### config.mk
export PLATFORM = sky130hd
export DESIGN_NAME = robs_mult_arbiter
export DESIGN_NICKNAME = d
export VERILOG_FILES = /design/src/rtl/robs_mult_arbiter.sv
export SDC_FILE = /design/constraint.sdc
export NUM_CORES = 1
export LEC_CHECK = 0
export CORE_ASPECT_RATIO = 1.5
export CORE_MARGIN = 2
export CORE_UTILIZATION = 43
export DETAILED_ROUTE_END_ITERATION = 10
export PLACE_DENSITY = 0.86
export SYNTH_ARGS = -nofsm -noshare
export SYNTH_HDL_FRONTEND = slang
export SYNTH_SLANG_ARGS = --single-unit
### constraint.sdc
create_clock -name clk -period 4.3 [get_ports clk]
set_clock_uncertainty 0.2 [all_clocks]
set_input_delay 0.86 -clock clk [delete_from_list [all_inputs] [get_ports clk]]
set_output_delay 0.86 -clock clk [all_outputs]
set_load 0.01 [all_outputs]
### src/rtl/robs_mult_arbiter.sv
// Round-robin front end sharing one sequential signed multiplier among NREQ clients.
// One operation in flight at a time; a watchdog turns a missing done into an error response.
module robs_mult_arbiter #(
  parameter int unsigned WIDTH   = 8,
  parameter int unsigned NREQ    = 4,
  parameter int unsigned TIMEOUT = 64
) (
  input  logic                    clk,
  input  logic                    reset,
  input  logic [NREQ-1:0]         req_valid,
  output logic [NREQ-1:0]         req_ready,
  input  logic [NREQ*WIDTH-1:0]   req_multiplier,
  input  logic [NREQ*WIDTH-1:0]   req_multiplicand,
  output logic [NREQ-1:0]         resp_valid,
  input  logic [NREQ-1:0]         resp_ready,
  output logic [2*WIDTH-1:0]      resp_product,
  output logic                    resp_err,
  output logic                    mult_start,
  output logic [WIDTH-1:0]        mult_multiplier,
  output logic [WIDTH-1:0]        mult_multiplicand,
  input  logic [2*WIDTH-1:0]      mult_product,
  input  logic                    mult_done
);

  localparam int unsigned IDXW = (NREQ > 1) ? $clog2(NREQ) : 1;
  localparam int unsigned WDW  = $clog2(TIMEOUT + 1);
  localparam int unsigned PW   = 2 * WIDTH;

  typedef enum logic [1:0] {S_IDLE, S_LAUNCH, S_WAIT, S_RESP} state_e;

  state_e           state_q;
  logic [IDXW-1:0]  ptr_q;
  logic [IDXW-1:0]  owner_q;
  logic [WIDTH-1:0] mplr_q;
  logic [WIDTH-1:0] mcand_q;
  logic [WDW-1:0]   wdog_q;
  logic [NREQ-1:0]  resp_valid_q;
  logic [PW-1:0]    resp_product_q;
  logic             resp_err_q;

  logic [IDXW-1:0]  grant_idx;
  logic [IDXW-1:0]  cand;
  logic             grant_found;
  logic [NREQ-1:0]  grant_oh;
  logic [WIDTH-1:0] req_mplr  [NREQ];
  logic [WIDTH-1:0] req_mcand [NREQ];

  for (genvar gi = 0; gi < NREQ; gi++) begin : g_slice
    assign req_mplr[gi]  = req_multiplier[gi*WIDTH +: WIDTH];
    assign req_mcand[gi] = req_multiplicand[gi*WIDTH +: WIDTH];
  end

  // First valid requester after the last owner, wrapping around.
  always_comb begin
    grant_found = 1'b0;
    grant_idx   = ptr_q;
    cand        = ptr_q;
    for (int unsigned k = 1; k <= NREQ; k++) begin
      cand = IDXW'((32'(ptr_q) + k) % NREQ);
      if (!grant_found && req_valid[cand]) begin
        grant_found = 1'b1;
        grant_idx   = cand;
      end
    end
  end

  assign grant_oh          = NREQ'(1) << grant_idx;
  assign req_ready         = (state_q == S_IDLE && grant_found) ? grant_oh : '0;
  assign mult_start        = reset | (state_q == S_LAUNCH);
  assign mult_multiplier   = mplr_q;
  assign mult_multiplicand = mcand_q;
  assign resp_valid        = resp_valid_q;
  assign resp_product      = resp_product_q;
  assign resp_err          = resp_err_q;

  always_ff @(posedge clk) begin
    if (reset) begin
      state_q        <= S_IDLE;
      ptr_q          <= IDXW'(NREQ - 1);
      owner_q        <= '0;
      mplr_q         <= '0;
      mcand_q        <= '0;
      wdog_q         <= '0;
      resp_valid_q   <= '0;
      resp_product_q <= '0;
      resp_err_q     <= 1'b0;
    end else begin
      case (state_q)
        S_IDLE: begin
          if (grant_found) begin
            mplr_q  <= req_mplr[grant_idx];
            mcand_q <= req_mcand[grant_idx];
            owner_q <= grant_idx;
            ptr_q   <= grant_idx;
            state_q <= S_LAUNCH;
          end
        end
        S_LAUNCH: begin
          wdog_q  <= '0;
          state_q <= S_WAIT;
        end
        S_WAIT: begin
          wdog_q <= wdog_q + WDW'(1);
          // A done seen in the first WAIT cycle belongs to the previous operation.
          if (wdog_q != '0 && mult_done) begin
            resp_product_q <= mult_product;
            resp_err_q     <= 1'b0;
            resp_valid_q   <= NREQ'(1) << owner_q;
            state_q        <= S_RESP;
          end else if (wdog_q + WDW'(1) == WDW'(TIMEOUT)) begin
            resp_product_q <= '0;
            resp_err_q     <= 1'b1;
            resp_valid_q   <= NREQ'(1) << owner_q;
            state_q        <= S_RESP;
          end
        end
        S_RESP: begin
          if (resp_ready[owner_q]) begin
            resp_valid_q <= '0;
            state_q      <= S_IDLE;
          end
        end
        default: state_q <= S_IDLE;
      endcase
    end
  end

endmodule

==> flow_metrics.py <==
metrics = {
    "worst_hold_path": {
        "min_path_cells": 1,
        "min_to": "resp_valid[2]$_SDFFE_PP0P_",
        "hp-class": "reg -> reg",
        "hp-start": "resp_valid[2]$_SDFFE_PP0P_",
    },
    "yosys": {
        "synth_top_area_share_pct": 38.6,
        "synthTopCellsByArea": "dfxtp_1 39%, mux4_2 15%, a22o_2 6.6%, a21o_1 4.9%, nor3b_1 4.3%",
        "ys_async_sr_fraction_pct": 0,
        "syn_inst": 247,
        "synth_ff_type": "dfxtp_1",
        "synth.cell_area_um2": 2590,
        "synth_seq_area_share_pct": 38.6,
        "synth-edff-count": 0,
        "avgSynthCellArea_um2": 10.5,
        "synth.distinct_cells": 44,
        "synth_nets": 344,
        "synth_area_leader_cell": "dfxtp_1",
        "synth-seq-cells": 50,
        "synth_warnings": 0,
    },
    "grt": {
        "grt_pass1_vias": 2519,
        "track_usage_pct": 22.7,
        "antenna_found_initial": 0,
        "grt_first_pass_wirelength_um": 11500,
        "grt_max_degree": 31,
        "grt_overflow": 0,
    },
    "power_and_ir_drop": {
        "powerDensity_nw_per_um2": 459,
        "ir_drop_v": 0.000316,
        "leakagePower_nw": 1.64,
    },
    "sta": {
        "rsz0062_at_grt": "no",
        "tightest_slew_ps": 1110,
        "hold_violations": 0,
        "max_freq_mhz": 254,
        "layout_min_cycle_time_ps": 3940,
        "finalCritPeriodShare_pct": 91.6,
        "fin_tns_setup_ps": 0,
        "finalSetupViolations": 0,
        "setup_ws_ps": 362,
        "slew_violations": 0,
        "slew_headroom_pct": 26.0,
    },
    "clock_tree": {
        "clk_pin_slew_worst_paths_ps": 90,
        "insertion_delay_ps": 310,
        "cts_max_path_buffers": 2,
        "h-tree-depth": 2,
        "cts_resized": 0,
        "cts_tree": "built",
        "cts_inserted_buffers": 5,
        "root_buffer": "clkbuf_8",
        "cts.sinks": 50,
        "cts_hold_buf": 0,
        "cts_setup_buffers": 0,
    },
    "finish": {
        "final_core_util_pct": 69.6,
        "antenna_cells": 0,
        "final_cells": 448,
        "drive_gt1_share_pct": 14.4,
        "area_growth_pct": 56.5,
        "fill_cells": 450,
        "layout_common_cells": "132 x clkdlybuf4s50_1, 50 x dfxtp_1, 18 x nor2_1",
        "final_common_cell": "clkdlybuf4s50_1",
        "final_nets": 472,
    },
    "setup_path": {
        "critical_path_class": "in -> out",
        "critical_path_buf_inv_count": 2,
        "r2r-end": "resp_product[6]$_SDFFE_PP0P_",
        "end_kind": "primary output",
        "path_cells": "clkdlybuf4s50_1 > nor4_1 > nor2b_1 > and3_1 > clkdlybuf4s50_1",
        "cpLargestDelayFamily": "simple AND/OR/NAND/NOR gates",
        "cp_slowest_stage_delay_ps": 530,
        "regToRegStartpoint": "wdog_q[0]$_SDFFE_PP0P_",
        "start_kind": "input port",
        "cp_max_fo": 7,
        "worstPathArrival_ps": 2880,
        "crit_slowest_cell": "nor4_1",
        "required_ps": 3240,
        "reg2reg_depth": 7,
        "regToRegSetupSlack_ps": 1810,
        "cp_common_cell": "clkdlybuf4s50_1",
    },
    "floorplanning": {
        "die_w_um": 67.4,
        "dieArea_um2": 6680,
        "die_h_um": 99.1,
        "start_util_pct": 44.5,
        "core_region_area_um2": 5830,
        "row_count": 34,
        "io_pins": 133,
    },
    "place": {
        "post-place-ws_ps": 374,
        "dp_hpwl_um": 5770,
        "io_buffers": 132,
        "dp_cells": 440,
        "place_congestion": 0.850,
    },
    "detailed_routing": {
        "wl_per_cell_um": 16.1,
        "drc": 0,
        "via_per_inst": 5.54,
        "antenna_left": 0,
        "drtIter0Drc": 131,
        "drt_first_pass_iters": 4,
        "vias": 2484,
        "routed_wl_um": 7200,
    },
    "job": {
        "maxCapViolCount": 0,
    },
    "run_status": {
        "outcome": "finished clean",
    },
}
-- worst reg2reg max path: stages, from the launching register on --
cell,delay (ps)
dfxtp_1,380
inv_1,80
ha_1,150
or4b_4,470
o31ai_4,290
o41ai_4,200
a21oi_4,430
a22o_2,230
-- Yosys cell counts, drive strengths merged, types with 2 or more instances --
| master | instances |
|---|---|
| a211oi | 2 |
| a21o | 17 |
| a21oi | 9 |
| a22o | 17 |
| and3 | 4 |
| buf | 5 |
| clkbuf | 11 |
| dfxtp | 50 |
| ha | 6 |
| inv | 11 |
| mux4 | 17 |
| nand2 | 14 |
| nand3 | 6 |
| nor2 | 18 |
| nor2b | 4 |
| nor3 | 8 |
| nor3b | 15 |
| nor4 | 3 |
| o211a | 2 |
| o21a | 4 |
| o21ai | 4 |
| o2bb2ai | 3 |
-- cell type report --
type | count | area, um2 | share of cell area, %
Multi-Input combinational cell | 170 | 1470 | 36.3
Timing Repair Buffer | 137 | 1360 | 33.5
Sequential cell | 50 | 1000 | 24.7
Tap cell | 72 | 90.1 | 2.22
Clock buffer | 5 | 68.8 | 1.70
Inverter | 11 | 41.3 | 1.02
Clock inverter | 3 | 21.3 | 0.525
-- per-layer routing --
metal	global-route usage, %	up-vias	part of all wire [%]
met1	25.2	1163	37
met5	0	-	0
met2	39.4	128	51
met4	7.85	0	1.9
met3	7.65	7	9.8
li1	-	1186	-
-- through the flow --
step | cell area (um2) | hold slack (ps) | total power [W]
finish | 4060 | 258 | 0.00186
global route | 4060 | 288 | 0.00198
CTS | 4060 | 264 | 0.00187
detailed placement | 3970 | 243 | 0.00159
global placement | 3970 | 237 | 0.00157
floorplan | 2590 | 266 | 0.00119
-- sequential cells by signal, summed over array words and instances (netlist names) --
signal	flops
owner_q	2
wdog_q	7
mult_multiplicand	8
state_q	2
resp_valid	4
ptr_q	2
resp_err	1
mult_multiplier	8
resp_product	16
-- how the worst max path moves through the flow --
stage | start | cells after the start | endpoint | slack [ps]
3_5_place_dp | req_valid[1] | 5 | req_ready[3] | 370
5_1_grt | req_valid[1] | 5 | req_ready[3] | 120
6_report | req_valid[1] | 5 | req_ready[3] | 360
2_1_floorplan | req_valid[1] | 6 | req_ready[3] | 1220
4_1_cts | req_valid[1] | 5 | req_ready[3] | 360
3_3_place_gp | req_valid[1] | 5 | req_ready[3] | 490
-- where the power goes --
part / leakage, nW / switching [W] / internal, W / total (W)
logic: 1.19 / 0.000417 / 0.000530 / 0.000947
clock network: 0.0441 / 0.000160 / 0.000115 / 0.000274
registers: 0.408 / 0.0000749 / 0.000565 / 0.000640
total: 1.64 / 0.000651 / 0.00121 / 0.00186
-- logic make-up after synthesis --
group	Yosys count	share of synthesized area [%]
multiplexers	18	15.2
AND/OR/NAND/NOR	77	16.0
flip-flops	50	38.6
AO/OA/AOI/OAI	69	22.6
buffers and inverters	27	4.73
adder cells (fa/ha/maj)	6	2.90
Power figures use the tool's default switching activity.
==> patch 1, RTL diff (same flow settings) <==
Re-encode `state_e` (4 states) as one-hot, 4 bits wide.
--- a/src/rtl/robs_mult_arbiter.sv
+++ b/src/rtl/robs_mult_arbiter.sv
@@ -28,3 +28,3 @@
 
-  typedef enum logic [1:0] {S_IDLE, S_LAUNCH, S_WAIT, S_RESP} state_e;
+  typedef enum logic [3:0] {S_IDLE = 4'b0001, S_LAUNCH = 4'b0010, S_WAIT = 4'b0100, S_RESP = 4'b1000} state_e;
 
Function: no difference found for any inputs over 4 cycles, from zero or initial values and one cycle with reset high; so few cycles prove little.
==> patch 1 against the unedited design <==
Sequential cell count is 2 higher. Sequential share of layout area grew 1.3 points. Die area is 2.0% lower. Synthesized area down 2.1%. Via count rose by 2.0%. First-iteration DRC count shrank 22%. Setup slack improved by 0.14 ns. Wire length is 3.7% higher. Design area shrank 1.3%. Count of clock-buffer cells in the layout grew 1. Hold slack better by 0.023 ns. Critical endpoint is now req_ready[0].
Power is not compared: it rests on default switching activity, and its combinational part moved more than twofold at a synthesized area within 25%.
==> patch 1: results (changes against the unedited design) <==
metric	value	unit	change
r2r-start	state_q[1]		
r2r-end	mult_multiplier[1]		
cp.arrival	2.74	ns	-0.14 ns
synth_area_leaders	dfxtp_1 41%, mux2i_1 13%, a22o_1 5.5%		
reg2reg_depth	6		-1
slowest_stage	clkdlybuf4s50_1		
ys_types	45		+2.3%
hpwl	5.65	mm	-2.0%
max_stage_delay	0.55	ns	+0.02 ns
viasPerCell	5.59		+0.85%
largest_reg_flops	16		unchanged
grtUsageTotal	23.4	%	+0.69 points
crit_path_max_fanout	4		-3
cp-startpoint	req_valid[3]		
dp_worst_setup_slack	0.562	ns	+0.188 ns
outcome	finished clean		
hold_class	reg2reg		
fill_cells	472		+4.9%
hold_start	resp_product[6]		
final_nets	473		+0.21%
hold_end	resp_product[6]		
grt_pass1_wl	12.2	mm	+6.2%
layout-drive-gt1-share	6.04	%	-8.3 points
syn_nets	346		+0.58%
io_buffers	132		unchanged
gp_congestion	0.858		+0.94%
drtIter0Drc	102		-22%
seq_area_frac_synth	41.0	%	+2.4 points
synth_ff_type	dfxtp_1		
reg2reg_slack	1.83	ns	+0.02 ns
path_delay_family	buffers and inverters		
grt_pass1_vias	2601		+3.3%
grt_max_degree	35		+13%
clock_tree.buffer_depth	2		unchanged
drt-wirelength-per-cell	16.5	um	+2.5%
==> patch 1: cell type report <==
type | instances | area (um2) | share of cell area (%)
Multi-Input combinational cell | 180 | 1410 | 35.1
Timing Repair Buffer | 135 | 1340 | 33.6
Sequential cell | 52 | 1040 | 26.0
Tap cell | 72 | 90.1 | 2.25
Clock buffer | 6 | 82.6 | 2.06
Inverter | 6 | 22.5 | 0.563
Clock inverter | 2 | 17.5 | 0.437
==> patch 1: worst max-delay path by stage <==
stage,slack (ns),cells past startpoint,endpoint
5_1_grt,0.39,7,req_ready[1]
3_5_place_dp,0.56,7,req_ready[2]
3_3_place_gp,0.61,6,req_ready[2]
6_report,0.50,7,req_ready[0]
2_1_floorplan,1.48,5,req_ready[1]
4_1_cts,0.57,6,req_ready[2]
==> patch 1: power by group <==
group          internal, mW  switching [mW]  leakage [nW]
logic                 0.245           0.191          1.08
registers             0.530          0.0355         0.423
clock network         0.135           0.168        0.0522
total                 0.910           0.395          1.56
==> patch 1: cell families (layout without fill, tap and decap cells) <==
kind of cell	after synthesis	after routing	share of synthesized area (%)
compound gates	74	74	24.3
buf+inv	21	149	3.70
xor+xnor	1	1	0.345
flops	52	52	41.0
fa+ha+maj	2	2	0.987
simple gates	68	68	15.1
mux	35	35	14.5
==> patch 1: worst reg2reg max path: cells and delay by family (launching register included) <==
family | cells | cell delay (ns)
buffers and inverters | 1 | 0.21
DFF | 1 | 0.36
AOI/OAI and AO/OA | 2 | 0.52
and+or+nand+nor | 3 | 1.08
==> patch 1: metrics by stage <==
step                      cells  util (%)  total power [mW]  hold slack [ns]  cell area, um2
final                       453      69.7              1.31            0.281            4000
after floorplan             253         -             0.792            0.273            2540
after CTS                   453      69.7              1.32            0.286            4000
after detailed placement    445      68.0              1.01            0.257            3900
after global placement      445      68.0              1.00            0.249            3900
after global routing        453      69.7              1.38            0.298            4000
==> patch 1: layer usage <==
layer	wire (um)	track usage, %
met5	0	0
met4	70	5.81
met3	837	7.72
met2	3570	40.5
met1	2990	27.2
==> patch 2, RTL diff (same settings) <==
Without the edit above. `TIMEOUT`: 64 -> 32.
--- a/src/rtl/robs_mult_arbiter.sv
+++ b/src/rtl/robs_mult_arbiter.sv
@@ -5,3 +5,3 @@
   parameter int unsigned NREQ    = 4,
-  parameter int unsigned TIMEOUT = 64
+  parameter int unsigned TIMEOUT = 32
 ) (
Function: no difference found for any inputs over 10 cycles, from zero or initial values and one cycle with reset high; that may be too few to reach the edited logic, so the function may still have changed.
==> patch 2 against the unedited design <==
Die area fell by 7.3%. Total power rose by 3.8%. Count of clock-buffer cells in the layout did not move. Setup slack got worse by 0.0068 ns. Synthesized cell count did not move. Synthesized area fell by 7.6%. Global-route usage fell by 0.81 points. Wire length fell by 6.3%. Design area fell by 4.1%. Sequential cell count fell by 1.
==> patch 2: results (changes against the unedited design) <==
metric	value	unit	change
hold_start	resp_valid[1]		
wl_met1	2.50	mm	-6.5%
leakage	1.51	nW	-7.8%
global_route.usage.met2	40.2	%	+0.83 points
gp_congestion	0.792		-6.8%
reg2reg_slack	1.88	ns	+0.07 ns
drtIter0Drc	179		+37%
outcome	finished clean		
vias	2421		-2.5%
synth_area_leaders	dfxtp_1 41%, mux2i_1 14%, a22o_1 6.6%		
comb.multi_input.count	178		+4.7%
buffers_excl_clock	135		-1.5%
slowest_stage	clkdlybuf4s50_1		
final-clk-cell-share	2.89	%	+0.67 points
layout-drive-gt1-share	5.84	%	-8.5 points
crit_path_max_fanout	5		-2
finalWirelength	6.75	mm	-6.3%
r2r-start	ptr_q[1]		
multiInputGateArea	1340	um2	-9.2%
ff_latch_area	981	um2	-2.0%
fin_cells	447		-0.22%
final.signal_inverter_count	7		-4
grtUsageMet1	23.5	%	-1.7 points
path_delay_family	buffers and inverters		
final_core_util	71.9	%	+2.3 points
netSwitchingFraction	35.6	%	+0.62 points
final-nonclk-buf-share	34.5	%	+1.0 points
hold_end	resp_valid[1]		
grt_pass1_wl	10.5	mm	-8.6%
reg2reg_depth	5		-2
cts_sinks	49		-2.0%
grt_pass1_vias	2303		-8.6%
wl_met3	373	um	-47%
final_nets	473		+0.21%
seq_area_frac_synth	41.0	%	+2.4 points
comb_power_share	50.0	%	-0.9 points
worst_pin_slew	1.14	ns	+0.0327 ns
fill_cells	416		-7.6%
grtUsageTotal	21.9	%	-0.81 points
synth_commonest_cells	49 x dfxtp_1, 34 x mux2i_1, 18 x a22o_1		
die_area	6190	um2	-7.3%
ys_types	38		-14%
[patch 2: cell count changes after synthesis, sizes merged, moves of 4 or more]
| cell | unedited run | this run |
|---|---|---|
| a21o | 17 | 1 |
| a2bb2oi | 0 | 16 |
| clkbuf | 11 | 7 |
| inv | 11 | 7 |
| mux2i | 1 | 34 |
| mux4 | 17 | 1 |
| nand2b | 1 | 5 |
| nor2 | 18 | 12 |
| nor3b | 15 | 2 |
| o21ai | 4 | 20 |
[patch 2: worst reg2reg max path: cells and delay by family (launching register included)]
family / cells / cell delay (ns)
and+or+nand+nor: 1 / 0.10
AOI/OAI and AO/OA: 3 / 1.31
DFF: 1 / 0.47
muxes: 1 / 0.21
[patch 2: cells by family after synthesis]
kind of cell	share of synthesized area, %
buffers and inverters	3.71
AO/OA/AOI/OAI	22.8
adder cells (fa/ha/maj)	3.14
AND/OR/NAND/NOR	13.7
flip-flops	41.0
multiplexers	15.6
